--- config.mk ---
export PLATFORM = sky130hd
export DESIGN_NAME = fp_convert_pipe
export DESIGN_NICKNAME = d
export VERILOG_FILES = /design/src/rtl/fp_convert_pipe.sv
export SDC_FILE = /design/constraint.sdc
export NUM_CORES = 1
export LEC_CHECK = 0
export ABC_AREA = 1
export ABC_CLOCK_PERIOD_IN_PS = 3300
export BUFFER_PORTS_ARGS = -buffer_cell sky130_fd_sc_hd__buf_2
export CORE_MARGIN = 2
export CORE_UTILIZATION = 59
export DETAILED_ROUTE_END_ITERATION = 8
export HOLD_SLACK_MARGIN = 0.12
export PLACE_DENSITY = 0.93
export REMOVE_ABC_BUFFERS = 1
export SYNTH_ARGS = -nofsm -noshare
export SYNTH_HDL_FRONTEND = slang
export SYNTH_SLANG_ARGS = --single-unit
--- constraint.sdc ---
create_clock -name clk -period 3.3 [get_ports clk]
set_clock_uncertainty 0.1 [all_clocks]
set_input_delay 0.33 -clock clk [delete_from_list [all_inputs] [get_ports clk]]
set_output_delay 0.33 -clock clk [all_outputs]
set_load 0.02 [all_outputs]
--- src/rtl/fp_convert_pipe.sv ---
// rtl/fp_convert_pipe.sv - pipelined multi-lane fixed-point format converter
// S1 aligns/rounds each lane, S2 range-reduces (clip or wrap) and flags overflow.
module fp_convert_pipe #(
    parameter int NCH        = 4,
    parameter int IN_SIGNED  = 1,
    parameter int IN_IW      = 4,
    parameter int IN_QW      = 4,
    parameter int OUT_SIGNED = 1,
    parameter int OUT_IW     = 3,
    parameter int OUT_QW     = 2,
    parameter int RND_MODE   = 1,
    parameter int CLIP       = 1,
    parameter int CNT_W      = 16
) (
    input  logic                             clk,
    input  logic                             rst_n,
    input  logic                             in_valid,
    output logic                             in_ready,
    input  logic [NCH*(IN_IW+IN_QW)-1:0]     in_data,
    output logic                             out_valid,
    input  logic                             out_ready,
    output logic [NCH*(OUT_IW+OUT_QW)-1:0]   out_data,
    output logic [NCH-1:0]                   out_ovf,
    output logic [NCH-1:0]                   sticky_ovf,
    output logic [CNT_W-1:0]                 ovf_cnt,
    input  logic                             clr_flags
);
    localparam int WI = IN_IW + IN_QW;
    localparam int WO = OUT_IW + OUT_QW;
    localparam int SH = (OUT_QW >= IN_QW) ? OUT_QW - IN_QW : 0;
    localparam int D  = (IN_QW > OUT_QW) ? IN_QW - OUT_QW : 0;
    // Two extra integer bits: one so ufp inputs stay non-negative, one for the rounding carry.
    localparam int WX = WI + 2;
    localparam int WS = WX + SH;
    localparam int WC = ((WS > WO + 1) ? WS : WO + 1) + 1;

    localparam logic signed [WC-1:0] ONE  = 1;
    localparam logic signed [WC-1:0] VMAX = (OUT_SIGNED != 0) ? (ONE <<< (WO - 1)) - ONE
                                                              : (ONE <<< WO) - ONE;
    localparam logic signed [WC-1:0] VMIN = (OUT_SIGNED != 0) ? -(ONE <<< (WO - 1)) : '0;

    if (WI < 1 || WO < 1) begin : g_err_width
        $error("fp_convert_pipe: input and output widths must be at least 1");
    end
    if (RND_MODE > 2) begin : g_err_rnd
        $error("fp_convert_pipe: RND_MODE must be 0, 1 or 2");
    end
    if (OUT_SIGNED == 1 && OUT_IW < 1) begin : g_err_sign
        $error("fp_convert_pipe: signed output needs OUT_IW >= 1");
    end

    logic [NCH*WS-1:0] s1_d;
    logic [NCH*WS-1:0] s1_q;
    logic [NCH*WO-1:0] s2_d;
    logic [NCH-1:0]    s2_ovf;

    for (genvar k = 0; k < NCH; k++) begin : g_lane
        logic [WI-1:0]        raw;
        logic signed [WX-1:0] ext;
        logic signed [WS-1:0] aligned;
        logic signed [WS-1:0] s1v;
        logic signed [WC-1:0] v;
        logic                 hi;
        logic                 lo;

        assign raw = in_data[k*WI +: WI];
        assign ext = (IN_SIGNED != 0) ? $signed({{2{raw[WI-1]}}, raw}) : $signed({2'b00, raw});

        if (D == 0) begin : g_align
            assign aligned = WS'(ext) <<< SH;
        end else begin : g_round
            localparam logic [WX-1:0] HALF = WX'(1) << (D - 1);
            logic signed [WX-1:0] up;
            logic                 tie;

            assign up  = (ext + $signed(HALF)) >>> D;
            assign tie = (ext[D-1:0] == HALF[D-1:0]);

            if (RND_MODE == 0) begin : g_trunc
                assign aligned = ext >>> D;
            end else if (RND_MODE == 1) begin : g_half_up
                assign aligned = up;
            end else begin : g_even
                // On an exact tie the rounded-up result is odd or even; clearing bit 0 picks the even neighbour.
                assign aligned = tie ? $signed({up[WX-1:1], 1'b0}) : up;
            end
        end

        assign s1_d[k*WS +: WS] = aligned;

        assign s1v       = s1_q[k*WS +: WS];
        assign v         = WC'(s1v);
        assign hi        = v > VMAX;
        assign lo        = v < VMIN;
        assign s2_ovf[k] = hi | lo;
        assign s2_d[k*WO +: WO] = (CLIP != 0 && hi) ? VMAX[WO-1:0] :
                                  (CLIP != 0 && lo) ? VMIN[WO-1:0] : v[WO-1:0];
    end

    logic             s1_full;
    logic             rdy_en;
    logic             s1_adv;
    logic             s2_adv;
    logic             in_fire;
    logic             out_fire;
    logic             ovf_evt;
    logic [NCH-1:0]   sticky_nxt;
    logic [CNT_W-1:0] cnt_base;
    logic [CNT_W-1:0] cnt_nxt;

    assign s2_adv   = !out_valid || out_ready;
    assign s1_adv   = !s1_full || s2_adv;
    assign in_ready = rdy_en && s1_adv;
    assign in_fire  = in_valid && in_ready;
    assign out_fire = out_valid && out_ready;
    assign ovf_evt  = out_fire && (|out_ovf);

    // A clear in the same cycle as an overflowing beat wipes old state first, then records the beat.
    assign sticky_nxt = (clr_flags ? '0 : sticky_ovf) | (out_fire ? out_ovf : '0);
    assign cnt_base   = clr_flags ? '0 : ovf_cnt;
    assign cnt_nxt    = (ovf_evt && cnt_base != '1) ? cnt_base + CNT_W'(1) : cnt_base;

    always_ff @(posedge clk or negedge rst_n) begin
        if (!rst_n) begin
            rdy_en     <= 1'b0;
            s1_full    <= 1'b0;
            s1_q       <= '0;
            out_valid  <= 1'b0;
            out_data   <= '0;
            out_ovf    <= '0;
            sticky_ovf <= '0;
            ovf_cnt    <= '0;
        end else begin
            rdy_en <= 1'b1;
            if (s1_adv) begin
                s1_full <= in_fire;
                if (in_fire) begin
                    s1_q <= s1_d;
                end
            end
            if (s2_adv) begin
                out_valid <= s1_full;
                out_ovf   <= s1_full ? s2_ovf : '0;
                if (s1_full) begin
                    out_data <= s2_d;
                end
            end
            sticky_ovf <= sticky_nxt;
            ovf_cnt    <= cnt_nxt;
        end
    end
endmodule

**Word-level counts from Yosys, hierarchy flattened**

Cells that the tools add are included.

- Bitwise logic cells: 5
- Magnitude comparators: 8
- Add/subtract/negate cells: 5
- Eq/ne operators: 1
- Multiplexer cells: 13
- Reduce and logical (&&, ||, !) cells: 12

Operators with widths:

| cell | number |
|---|---|
| 2-to-1 mux 5 bit | 8 |
| adder 8 x 3 -> 9 bit (second input constant) | 4 |
| 2-to-1 mux 16 bit | 2 |
| > comparator 10 x 5 -> 1 bit (second input constant) | 3 |
| less-than comparator 10 x 5 -> 1 bit (second input constant) | 3 |
| adder 16 x 1 -> 16 bit (second input constant) | 1 |
| inequality test 16 bit (second input constant) | 1 |
| 2-to-1 mux 4 bit | 3 |
| > comparator 7 x 5 -> 1 bit (second input constant) | 1 |
| less-than comparator 7 x 5 -> 1 bit (second input constant) | 1 |
| logical AND 1 bit | 5 |
| OR 1 bit | 4 |
| OR 4 bit | 1 |
| AND reduction 2 bit | 2 |
| OR reduction 4 bit | 1 |
| zero test 1 bit | 2 |
| logical OR 1 bit | 2 |

- Bits in registers: 84
- Output and inout port bits: 46
- Word-level logic and storage cells: 52

**Logic depth before layout (Yosys ltp)**

Gate-level depths: netlist of run 1.

- Word-level depth: 6
- Mapped depth: 14
- Gate-level depth less buffers: 13

**Worst setup path after synthesis of run 1**

Ideal clock, no wire load.

- Path type: input-to-reg
- Start point: in clr_flags
- End point: reg ovf_cnt[13]
- Slack: 1.386 ns
- Buffers on the path: 2
- Data arrival time: 1.697 ns
- Data required time: 3.084 ns
- Stages on the path: 13
- Cells stage by stage: inv_2 -> buf_2 -> nand2_1 -> inv_1 -> ha_1 -> nand2_1 -> nor2_2 -> nand3_2 -> nor2_1 -> nor2_2 -> buf_6 -> nand2_1 -> nand2_1

- Cells in the longest elaborated chain, start to end: 4

Ends and longest elaborated chain:

| item | line | source |
|---|---|---|
| start: declaration | 26 | `input logic clr_flags` |
| 2-to-1 mux 16 bit * | 120 | `assign cnt_base = clr_flags ? '0 : ovf_cnt;` |
| branches (longest 2 deep; another with adder 16 x 1 -> 16 bit) | n/a |  |
| 2-to-1 mux 16 bit * | 121 | `assign cnt_nxt = (ovf_evt && cnt_base != '1) ? cnt_base + CNT_W'(1) : cnt_base;` |
| named net cnt_nxt[13] | 109 | `logic [CNT_W-1:0] cnt_nxt;` |
| end signal: assignment | 149 | `ovf_cnt <= cnt_nxt;` |
| end: declaration | 25 | `output logic [CNT_W-1:0] ovf_cnt,` |

Mark *: on every way through the listed nets, which the timed path passes.
A chain may end at the register's enable or synchronous reset.

**Final worst setup path of run 1**

- Start point: reg out_valid
- End point: reg, netlist name s1_q[36]

- Cells in the longest elaborated chain, start to end: 6

Ends and longest elaborated chain:

| item | line | source |
|---|---|---|
| start: declaration | 20 | `output logic out_valid,` |
| start signal: assignment | 142 | `out_valid <= s1_full;` |
| zero test 1 bit * | 111 | `assign s2_adv = !out_valid \|\| out_ready;` |
| logical OR 1 bit * | 111 |  |
| logical OR 1 bit * | 112 | `assign s1_adv = !s1_full \|\| s2_adv;` |
| logical AND 1 bit | 113 | `assign in_ready = rdy_en && s1_adv;` |
| logical AND 1 bit | 114 | `assign in_fire = in_valid && in_ready;` |
| AND reduction 2 bit (no line) * | n/a |  |

Mark *: on every way between the ends. The rest lies on a longest branch, timed or not.

==> results of run 1 <==
==> Yosys cell counts <==
library cell / count
a21oi_1: 8
a31oi_2: 1
buf_2: 1
buf_6: 3
clkbuf_1: 7
conb_1: 1
dfrtp_1: 75
ha_1: 5
inv_1: 46
inv_2: 2
nand2_1: 159
nand2_2: 2
nand3_1: 15
nand3_2: 1
nand3b_1: 1
nand4_1: 6
nor2_1: 57
nor2_2: 7
nor2_4: 2
nor3_1: 4
o21ai_0: 51
o21ai_1: 8
o21ai_4: 1
o22ai_1: 1
or2_2: 4
xnor2_1: 8
xor2_1: 13
==> metrics by stage <==
stage | hold WS [ns] | area, um2 | power [mW]
floorplan | -0.0656 | 3740 | 1.49
global placement | 0.353 | 4240 | 1.69
detailed placement | 0.368 | 4240 | 1.71
CTS | 0.127 | 4440 | 2.40
global route | 0.143 | 4440 | 2.52
finish | 0.132 | 4440 | 2.39
==> repair_timing <==
item                      4_1_cts  5_1_grt
hold buffers                    1        0
hold endpoints to repair       75        0
resized for setup               0        0
==> layer usage <==
layer,vias up,GRT usage [%],share of wire (%)
met5,-,0,0
met4,0,10.5,1.9
met3,15,4.03,6.9
met2,115,43.7,50
met1,1621,31.0,41
li1,1696,-,-
==> cell usage in the layout (no fill, tap or decap), types with 6 or more instances in the layout <==
| cell | instances |
|---|---|
| nand2_1 | 159 |
| buf_2 | 77 |
| dfrtp_1 | 75 |
| nor2_1 | 57 |
| o21ai_0 | 51 |
| inv_1 | 46 |
| nand3_1 | 15 |
| xor2_1 | 13 |
| clkbuf_8 | 10 |
| xnor2_1 | 8 |
| a21oi_1 | 8 |
| o21ai_1 | 8 |
| nor2_2 | 7 |
| nand4_1 | 6 |
==> flip-flops by register name, indices dropped and copies added, names as in the netlist <==
name and count:
s1_q 28, out_data 20, ovf_cnt 16, out_ovf 4, sticky_ovf 4, out_valid 1, rdy_en 1, s1_full 1
==> worst max-delay path by stage <==
stage	endpoint	slack [ns]	cells after the start
floorplan	s1_q[34]	1.04	7
global placement	ovf_cnt[15]	0.93	12
detailed placement	ovf_cnt[14]	0.89	12
CTS	s1_q[36]	1.01	7
global route	s1_q[36]	0.75	7
finish	s1_q[36]	1.02	7
==> layout make-up <==
type                            instances  area, um2
Clock buffer                           11        141
Clock inverter                          5       52.6
Fill cell                             497       1830
Inverter                               48        180
Multi-Input combinational cell        355       1690
Sequential cell                        75       1880
Tap cell                               77       96.3
Timing Repair Buffer                   80        410
==> report_power, final <==
| part | total (mW) | leakage, nW | internal [mW] | switching [mW] |
|---|---|---|---|---|
| logic | 0.540 | 1.24 | 0.179 | 0.360 |
| registers | 1.16 | 0.966 | 1.07 | 0.0899 |
| clock network | 0.697 | 0.0991 | 0.366 | 0.330 |
==> logic make-up after synthesis <==
logic type	share of synthesized area, %
AOI/OAI and AO/OA	9.73
buffers and inverters	6.44
other	0.0985
and+or+nand+nor	28.0
adders and majority gates	1.64
xor gates and xnor gates	4.83
DFF	49.3
==> worst register-to-register path: cells and delay by family (launching register included) <==
family	cells	cell delay, ns
simple gates	3	0.68
buf+inv	2	0.61
flops	1	0.41
compound gates	2	0.39
==> flow_summary.ini, run 1 <==
[run_status]
outcome = completed

[placement]
globalplace.congestion = 0.857
place.detailed.hpwl_mm = 6.11
number_of_placed_instances_with_taps_included = 634
io_buffer_count = 78
pre_cts_ws_ns = 0.890

[critical_path]
timing.reg2reg.worst_path_depth = 7
r2r-start = out_valid
worstReg2RegEnd = s1_q[36]
critical_path.startpoint_type = flip-flop
cp.arrival_ns = 2.43
worst-setup-path-type = flip-flop to flip-flop
critical_path.endpoint_type = flip-flop
crit_family = simple AND/OR/NAND/NOR gates
critPathSlowestCell = inv_1
critPathLaunch = out_valid
timing.critical_path.fanout_max = 23
crit_path_frequent_cell = inv_1
critPathBufInv = 2
timing.critical_path.cells = inv_1 > nor2_1 > nand2_1 > nand3_1 > inv_1 > o21ai_0 > o22ai_1
worst-r2r-setup-slack_ns = 1.02
cp_data_required_time_ns = 3.45
cp_slowest_stage_delay_ns = 0.55

[synth]
yosys-top-cells-area = dfrtp_1 49%, nand2_1 16%, o21ai_0 6.7%
ys_seq_elements = 75
synth_sequential_area_ratio_pct = 49.3
syn-mean-instance-area_um2 = 7.79
synth_area_leader_cell = dfrtp_1
mappedNetlistArea_um2 = 3810
synth.top_cell.area_share_pct = 49.3
ys_warn_count = 0
synth_cells = 489
synthDistinctLibCells = 27

[clocking]
clock_insertion_delay_worst_skew_ns = 0.34
root_buffer_cell = clkbuf_8
buffers_from_clock_root_to_sink_at_most = 2
cts.sinks = 75
clkTransAtPathRegs_ns = 0.08
cts_buffers = 9
cts.repair_timing.setup_buffer_count = 0
cts_tree = done
htreeDepth = 3

[final_layout]
fin_nets = 611
syn_to_final_growth_pct = 16.7
finalNonFillerCells = 651
fraction_of_final_layout_cells_with_drive_strength_greater_than_1_pct = 19.9
n_antenna_cell = 0
layout.core_utilization_pct = 70.8

[die]
row_count = 29
starting_density_of_the_core_pct = 60.7
io_pins = 83
coreArea_um2 = 6280
fp.dieArea_um2 = 7110
die_h_um = 84.3
die_w_um = 84.3

[sta]
grt_setup_unrepaired = false
maxSlewViolCount = 0
setup_viol = 0
fmaxAchievable_ghz = 0.439
final-hold-violation-count = 0
setup_tns_ns = 0
min_period_over_period_pct = 69.0
timing.max_slew.rel_slack_pct = 38.0
max_slew.worst_pin.slew_ns = 0.930
finalWorstSetupSlack_ns = 1.02
final_period_minus_worst_setup_slack_ns = 2.28

[hold_path]
hp-start = in_data[15]
min_path_type = input port to flip-flop
hold_depth = 3
hold_end = s1_q[19]

[power]
power.ir.vdd_worst_uv = 342
p_per_area_nw_per_um2 = 539
leakagePower_nw = 2.30

[detailed_routing]
route.antenna.remaining_nets = 0
first_pass_detailed_route_iteration_total = 4
starting_drc_count_in_detailed_routing = 226
routed_length_per_instance_um = 13.0
routed_wirelength_mm = 8.47
detail_route.drc_violations = 0
vias = 3447
vias_per_cell = 5.29

[global_route]
number_of_antenna_violations_at_the_first_check_in_global_routing = 0
first_global_vias = 3424
overall_fraction_of_global_route_tracks_in_use_pct = 25.1
grt_max_degree = 76
grt_first_pass_wirelength_mm = 14.5
grt_remaining_overflow = 0

[run]
max_cap_viol_count = 0
(Power assumes the default switching activity.)
==> inputs of run 2 (changes only) <==
ABC_CLOCK_PERIOD_IN_PS = 1900   (was 3300)
CORE_UTILIZATION = 49   (was 59)
PLACE_DENSITY = 0.83   (was 0.93)
clock period = 1.9 ns   (was 3.3 ns; I/O delays follow)
==> flow_summary.ini, run 2 (synthesis results as in run 1) <==
[final_layout]
mostFrequentLayoutCell = nand2_1
top_regs = s1_q: 28 flops, out_data: 20 flops, ovf_cnt: 16 flops
fin_nets = 651
largest_register_ffs = 28
syn_to_final_growth_pct = 29.5
finalNonFillerCells = 715
top_register = s1_q
n_antenna_cell = 0
most-common-layout-cells = 157 x nand2_1, 77 x buf_2, 75 x dfrtp_1, 56 x nor2_1, 51 x o21ai_0
layout.core_utilization_pct = 64.8
fraction_of_final_layout_cells_with_drive_strength_greater_than_1_pct = 20.9

[placement]
place.detailed.hpwl_mm = 6.37
globalplace.congestion = 0.893
io_buffer_count = 78
number_of_placed_instances_with_taps_included = 669
pre_cts_ws_ns = -0.0617

[run]
max_cap_viol_count = 0

[global_route]
grt_remaining_overflow = 0
overall_fraction_of_global_route_tracks_in_use_pct = 23.9
grt_first_pass_wirelength_mm = 16.1
number_of_antenna_violations_at_the_first_check_in_global_routing = 0
grt_max_degree = 45
first_global_vias = 3690

[power]
p_per_area_nw_per_um2 = 872
leakagePower_nw = 2.51
power_mw = 4.30
power.ir.vdd_worst_uv = 489

[die]
coreArea_um2 = 7610
fp.dieArea_um2 = 8490
io_pins = 83
die_h_um = 92.2
die_w_um = 92.2
row_count = 32
starting_density_of_the_core_pct = 50.0

[detailed_routing]
routed_length_per_instance_um = 13.2
route.antenna.remaining_nets = 0
vias_per_cell = 5.05
vias = 3610
routed_wirelength_mm = 9.44
detail_route.drc_violations = 0
first_pass_detailed_route_iteration_total = 5
starting_drc_count_in_detailed_routing = 178

[sta]
fmaxAchievable_ghz = 0.561
maxSlewViolCount = 0
min_period_over_period_pct = 93.9
final-hold-violation-count = 0
final_period_minus_worst_setup_slack_ns = 1.78
setup_viol = 0
timing.max_slew.rel_slack_pct = 60.6
finalWorstSetupSlack_ns = 0.116
max_slew.worst_pin.slew_ns = 0.591

[clocking]
buffers_from_clock_root_to_sink_at_most = 2
root_buffer_cell = clkbuf_8
htreeDepth = 3
cts_tree = done
clkTransAtPathRegs_ns = 0.08
cts.sinks = 75
clock_insertion_delay_worst_skew_ns = 0.34
cts_buffers = 9

[critical_path]
critical_path.startpoint_type = flip-flop
critical_path.endpoint_type = flip-flop
cp_data_required_time_ns = 2.03
timing.reg2reg.worst_path_depth = 10
worst-setup-path-type = flip-flop to flip-flop
timing.critical_path.fanout_max = 15
cp.arrival_ns = 1.91

[run_status]
outcome = completed

[hold_path]
hold_depth = 6
min_path_type = input port to flip-flop
==> run 2: metrics by stage <==
step                      instance area [um2]  hold WS, ns  TNS [ns]
after detailed placement                 4380        0.130    -0.601
after floorplan                          3740       -0.206     -2.58
after global routing                     4930        0.194  -0.00723
final                                    4930        0.155         0
after CTS                                4900        0.123         0
after global placement                   4380        0.124         0
==> run 2: final timing paths <==
check                                  from     endpoint  slack, ns
worst max-delay path             ovf_cnt[0]   ovf_cnt[8]       0.12
max in group asynchronous             rst_n     s1_q[33]       0.82
worst min-delay path              clr_flags   ovf_cnt[0]       0.15
min in group asynchronous             rst_n   ovf_cnt[5]       0.29
worst max register to register   ovf_cnt[0]   ovf_cnt[8]       0.12
worst min register to register  out_data[3]  out_data[3]       0.38
==> run 2: power breakdown <==
part	leakage (nW)	total, mW	internal, mW	switching [mW]
logic	1.44	1.04	0.389	0.647
registers	0.966	2.01	1.85	0.156
clock network	0.0974	1.25	0.669	0.585
total	2.51	4.30	2.91	1.39
==> run 2: worst max-delay path, cell delays in order, from the launching register on <==
cell,delay (ns)
dfrtp_1,0.40
nand2_1,0.08
inv_1,0.08
ha_2,0.20
nand2_1,0.09
nor2_4,0.18
nand3_4,0.12
nor2_2,0.18
nor2_4,0.10
nand2_1,0.09
nand2_1,0.05
==> run 2: timing repair <==
action | in CTS | in global routing
endpoints found under the hold margin | 76 | 0
pin swaps | 0 | 2
cloned | 0 | 0
gates resized for setup | 1 | 8
setup endpoints to repair | 15 | 16
hold buffers | 31 | 0
setup buffers | 0 | 0
==> run 2: area by class of cell <==
| cell class | count | area [um2] |
|---|---|---|
| well taps | 102 | 128 |
| clock buffers | 11 | 151 |
| clock inverters | 4 | 50.0 |
| flip-flops and latches | 75 | 1880 |
| fillers | 661 | 2680 |
| repair buffers | 120 | 823 |
| inverters | 48 | 180 |
| multi-input cells | 355 | 1720 |
==> run 2: per-layer routing <==
metal / global-route usage, % / up-vias / share of wire (%)
li1: - / 1774 / -
met1: 28.4 / 1675 / 40
met2: 41.9 / 139 / 51
met3: 4.03 / 22 / 6.4
met4: 11.6 / 0 / 2.2
met5: 0 / - / 0
